[src/rtl/bcd_to_binary_if.sv]
// Handshake and data bundle between a BCD producer and the bcd_to_binary converter.
interface bcd_to_binary_if;
    logic        start;
    logic [15:0] bcd_in;
    logic [15:0] bin_out;
    logic        busy;
    logic        done;
    logic        err;

    modport master (
        output start,
        output bcd_in,
        input  bin_out,
        input  busy,
        input  done,
        input  err
    );

    modport slave (
        input  start,
        input  bcd_in,
        output bin_out,
        output busy,
        output done,
        output err
    );
endinterface

[src/rtl/bcd_to_binary.sv]
// Four-digit packed BCD to 16-bit binary converter using reverse double-dabble:
// 16 shift/correct iterations with a fixed 17-cycle start-to-done latency.
module bcd_to_binary #(
    parameter bit CHECK_DIGITS = 1'b1
) (
    input  logic          sys_clk,
    input  logic          reset,
    bcd_to_binary_if.slave bus
);

    typedef enum logic [1:0] {
        IDLE   = 2'd0,
        SHIFT  = 2'd1,
        FINISH = 2'd2
    } state_t;

    state_t      state, state_next;
    logic [15:0] digits, digits_next;
    logic [15:0] binary, binary_next;
    logic [3:0]  cnt, cnt_next;
    logic        bad, bad_next;
    logic [15:0] bin_out_q, bin_out_next;
    logic        busy_q, busy_next;
    logic        done_q, done_next;
    logic        err_q, err_next;
    logic [31:0] shifted;

    // Each digit field that reached 8 or more after the right shift held a
    // carried-in 16 (i.e. 10 in decimal weight); subtracting 3 restores it.
    function automatic logic [15:0] correct_digits(input logic [15:0] d);
        logic [15:0] r;
        r = d;
        for (int i = 0; i < 4; i++) begin
            if (d[4*i +: 4] >= 4'd8)
                r[4*i +: 4] = d[4*i +: 4] - 4'd3;
        end
        return r;
    endfunction

    function automatic logic has_bad_digit(input logic [15:0] d);
        logic b;
        b = 1'b0;
        for (int i = 0; i < 4; i++) begin
            if (d[4*i +: 4] > 4'd9)
                b = 1'b1;
        end
        return b;
    endfunction

    always_comb begin
        state_next   = state;
        digits_next  = digits;
        binary_next  = binary;
        cnt_next     = cnt;
        bad_next     = bad;
        bin_out_next = bin_out_q;
        busy_next    = busy_q;
        done_next    = 1'b0;
        err_next     = err_q;
        shifted      = {digits, binary} >> 1;

        case (state)
            IDLE: begin
                busy_next = 1'b0;
                if (bus.start) begin
                    digits_next = bus.bcd_in;
                    binary_next = 16'h0000;
                    cnt_next    = 4'd0;
                    bad_next    = CHECK_DIGITS & has_bad_digit(bus.bcd_in);
                    busy_next   = 1'b1;
                    state_next  = SHIFT;
                end
            end
            SHIFT: begin
                digits_next = correct_digits(shifted[31:16]);
                binary_next = shifted[15:0];
                cnt_next    = cnt + 4'd1;
                if (cnt == 4'd15)
                    state_next = FINISH;
            end
            FINISH: begin
                bin_out_next = bad ? 16'hFFFF : binary;
                err_next     = bad;
                done_next    = 1'b1;
                busy_next    = 1'b0;
                state_next   = IDLE;
            end
            default: begin
                busy_next  = 1'b0;
                state_next = IDLE;
            end
        endcase
    end

    always_ff @(posedge sys_clk) begin
        if (reset) begin
            state     <= IDLE;
            digits    <= 16'h0000;
            binary    <= 16'h0000;
            cnt       <= 4'd0;
            bad       <= 1'b0;
            bin_out_q <= 16'h0000;
            busy_q    <= 1'b0;
            done_q    <= 1'b0;
            err_q     <= 1'b0;
        end else begin
            state     <= state_next;
            digits    <= digits_next;
            binary    <= binary_next;
            cnt       <= cnt_next;
            bad       <= bad_next;
            bin_out_q <= bin_out_next;
            busy_q    <= busy_next;
            done_q    <= done_next;
            err_q     <= err_next;
        end
    end

    assign bus.bin_out = bin_out_q;
    assign bus.busy    = busy_q;
    assign bus.done    = done_q;
    assign bus.err     = err_q;

endmodule

[src/flat_wrapper.sv]
// flat-port wrapper written by rule: the top's interface ports become plain ports
module bcd_to_binary_flat 
#(
    parameter bit CHECK_DIGITS = 1'b1
)
  (sys_clk, reset, bus_start, bus_bcd_in, bus_bin_out, bus_busy, bus_done, bus_err);
  bcd_to_binary_if bus_i ();
  input  logic sys_clk;
  input  logic reset;
  input wire logic [$bits(bus_i.start)-1:0] bus_start;
  input wire logic [$bits(bus_i.bcd_in)-1:0] bus_bcd_in;
  output wire logic [$bits(bus_i.bin_out)-1:0] bus_bin_out;
  output wire logic [$bits(bus_i.busy)-1:0] bus_busy;
  output wire logic [$bits(bus_i.done)-1:0] bus_done;
  output wire logic [$bits(bus_i.err)-1:0] bus_err;
  assign bus_i.start = bus_start;
  assign bus_i.bcd_in = bus_bcd_in;
  assign bus_bin_out = bus_i.bin_out;
  assign bus_busy = bus_i.busy;
  assign bus_done = bus_i.done;
  assign bus_err = bus_i.err;
  bcd_to_binary #(.CHECK_DIGITS(CHECK_DIGITS)) u_core (.sys_clk(sys_clk), .reset(reset), .bus(bus_i));
endmodule
[config.mk]
export PLATFORM = sky130hd
export DESIGN_NAME = bcd_to_binary_flat
export DESIGN_NICKNAME = d
export VERILOG_FILES = /design/src/rtl/bcd_to_binary_if.sv /design/src/rtl/bcd_to_binary.sv /design/src/flat_wrapper.sv
export SDC_FILE = /design/constraint.sdc
export NUM_CORES = 1
export LEC_CHECK = 0
export CAP_MARGIN = 15
export CORE_MARGIN = 1.5
export CORE_UTILIZATION = 54
export DETAILED_ROUTE_END_ITERATION = 12
export PLACE_DENSITY = 0.78
export REMOVE_ABC_BUFFERS = 1
export SLEW_MARGIN = 15
export SYNTH_ARGS = -nofsm -noshare
export SYNTH_HDL_FRONTEND = slang
export SYNTH_SLANG_ARGS = --single-unit
export TNS_END_PERCENT = 30
[constraint.sdc]
create_clock -name sys_clk -period 1.58 [get_ports sys_clk]
set_clock_uncertainty 0.05 [all_clocks]
set_input_delay 0.316 -clock sys_clk [delete_from_list [all_inputs] [get_ports sys_clk]]
set_output_delay 0.316 -clock sys_clk [all_outputs]
set_load 0.01 [all_outputs]
==> impl_metrics.tcl <==
set metrics [dict create \
    setup_slack_ns 0.150 \
    slowest_delay_ns 0.44 \
    cap_violations 0 \
    fp.dieArea_um2 5230 \
    clock-sinks 58 \
    finalHoldViolCount 0 \
    viasPerCell 5.61 \
    diodes 0 \
    fin_crit_sh_pct 90.5 \
    synth.top_cell.area_share_pct 44.7 \
    overflow 0 \
    critical_path.n_buffers_inverters 1 \
    finalSetupViolCount 0 \
    rows 25 \
    vdd_ir_drop_max_mv 0.757 \
    dpl.hpwl_mm 3.86 \
    leakagePower_nw 1.49 \
    grt_util_all_layers_pct 24.1 \
    yosysTopAreaCell "dfxtp_1" \
    grt_pass1_vias 2006 \
    synthesis.area_um2 2600 \
    root_buffer "clkbuf_8" \
    run_status "finished, final reports clean" \
    fin_cells 389 \
    area_growth_pct 27.1 \
    hp-class "reg -> reg" \
    worst_ep_arrival_time_ns 1.60 \
    io_buffers 37 \
    coreArea_um2 4690 \
    fin_util_pct 70.3 \
    synth_area_per_cell_um2 9.14 \
    first_iter_violations 158 \
    cts_tree "built" \
    critical_path_depth 6 \
    cts_buffers 9 \
    finalWirelength_mm 5.73 \
    final_cell_mix "58 x dfxtp_1, 55 x nor2_1, 20 x a21oi_1" \
    worst_ep_required_time_ns 1.75 \
    async_reset_ff_share_pct 0 \
    ys.flop_type "dfxtp_1" \
    htreeDepth 3 \
    synth_area_leaders "dfxtp_1 45%, nor2_1 8.1%, a211oi_1 4.9%" \
    start_util_pct 55.3 \
    grt_pass1_wl_mm 9.56 \
    power_mw 3.23 \
    crit_type "reg -> reg" \
    placedCellCount 373 \
    synth_cells 284 \
    dr.pass1.iters 4 \
    endpoint_kind "flip-flop" \
    die_w_um 72.3 \
    cts_buffer_depth 2 \
    place_congestion 0.832 \
    synth_edf_count 0 \
    ys_seq_area_share_pct 44.7 \
    antenna_found_initial 0 \
    final_common_cell "dfxtp_1" \
    synthDistinctLibCells 40 \
    clock.fmax_mhz 699 \
    crit_slowest_cell "dfxtp_1" \
    ys_ff_latch 58 \
    wl_per_cell_um 14.7 \
    drv_slew 0 \
    pwr_density_cell_nw_per_um2 979 \
    drive_gt1_share_pct 14.0 \
    worstSkewPairLatency_ns 0.33 \
    min_period_ns 1.43 \
    cp_top_family "flip-flops" \
    dr_total_vias 2181 \
    io_pins 38 \
    num-fill-cells 379 \
    path_cells "inv_1 -> ha_1 -> nand2_1 -> o21ai_0 -> a221oi_1 -> nor2_1" \
    fp.dieH_um 72.3 \
    holdPathStages 2 \
    clkSlewWorstSetupHoldPaths_ns 0.06 \
    dp_slack_ns -0.270 \
    yosys_warnings 0 \
    grt_max_degree 32 \
    postCtsSetupBuffers 0 \
    critPathLaunchType "flip-flop" \
    ant_nets 0 \
    grt_setup_unrepaired "false" \
    path_max_fanout 6 \
    nets 356 \
    route.detailed.drc 0 \
    relSlewSlack_pct 61.7 \
    rr_worst_depth 6 \
    worst_pin_slew_ns 0.574 \
    whs_ns 0.445 \
]
-- metrics by stage --
stage	cell area, µm²	setup TNS (ns)
3_3_place_gp	3090	-6.11
2_1_floorplan	2470	-15.59
5_1_grt	3300	0
6_report	3300	0
4_1_cts	3270	0
3_5_place_dp	3090	-6.77
-- final cells by class --
class / count / area, µm² / share of cell area, %
Multi-Input combinational cell: 196 / 1280 / 38.8
Sequential cell: 58 / 1160 / 35.2
Timing Repair Buffer: 57 / 574 / 17.4
Clock buffer: 11 / 131 / 3.98
Tap cell: 54 / 67.6 / 2.05
Clock inverter: 5 / 55.1 / 1.67
Inverter: 8 / 30.0 / 0.910
-- sequential cells by signal (all words and copies together), names as in the netlist --
register and flops:
u_core.bad 1, u_core.binary 16, u_core.bus.bin_out 16, u_core.bus.busy 1, u_core.bus.done 1, u_core.bus.err 1
u_core.cnt 4, u_core.digits 16, u_core.state 2
-- tightest hold or removal path: cells and delay by family (launching register included) --
kind,cells,cell delay [ns]
mux,1,0.06
simple gates,1,0.08
flops,1,0.32
-- synth_stat cells, types with 2 or more instances --
master    count
nor2_1       56
a32oi_1       2
a22o_1       14
a221oi_1      4
a31oi_1       3
mux2i_1       3
buf_2         8
clkbuf_1      7
nor2b_1       5
a21o_1        2
dfxtp_1      58
inv_1         8
o21ai_0       8
nor3_1        4
xnor2_1       3
a22oi_1      10
a211oi_1     17
o221a_2       2
o22ai_1       2
nand2b_1      8
a21oi_1      20
buf_6         3
buf_4         4
xor2_1        3
nand3b_1      5
nand2_1       5
ha_1          7
-- power breakdown --
| part | switching (mW) | internal, mW |
|---|---|---|
| combinational | 0.197 | 0.179 |
| clock | 0.580 | 0.723 |
| sequential | 0.0475 | 1.50 |
-- cell families (layout without fill, tap and decap cells) --
kind of cell | Yosys count | after routing | synth area share (%)
AND/OR/NAND/NOR | 93 | 93 | 18.1
multiplexers | 4 | 4 | 1.73
XOR/XNOR | 6 | 6 | 2.02
AO/OA/AOI/OAI | 86 | 86 | 23.9
buffers and inverters | 30 | 81 | 6.17
flip-flops | 58 | 58 | 44.7
adder cells (fa/ha/maj) | 7 | 7 | 3.37
-- path summary, 6_finish.rpt --
path / from / end / slack (ns)
setup / recovery: u_core.digits[1]$_SDFFE_PP0P_ / u_core.digits[1]$_SDFFE_PP0P_ / 0.15
hold / removal: u_core.bus.err$_SDFFE_PP0P_ / u_core.bus.err$_SDFFE_PP0P_ / 0.44
setup reg to reg: u_core.digits[1]$_SDFFE_PP0P_ / u_core.digits[1]$_SDFFE_PP0P_ / 0.15
hold reg to reg: u_core.bus.err$_SDFFE_PP0P_ / u_core.bus.err$_SDFFE_PP0P_ / 0.44
-- layer usage --
metal | routed length [µm] | up-vias | GRT usage [%]
li1 | - | 1106 | -
met5 | 0 | - | 0
met3 | 245 | 12 | 6.53
met1 | 2690 | 1010 | 32.1
met2 | 2680 | 53 | 36.6
met4 | 121 | 0 | 11.1
-- what timing repair did --
action	4_1_cts	5_1_grt
hold buffers	0	0
resized for setup	10	11
setup endpoints to repair	12	12
Power figures use the tool's default switching activity.
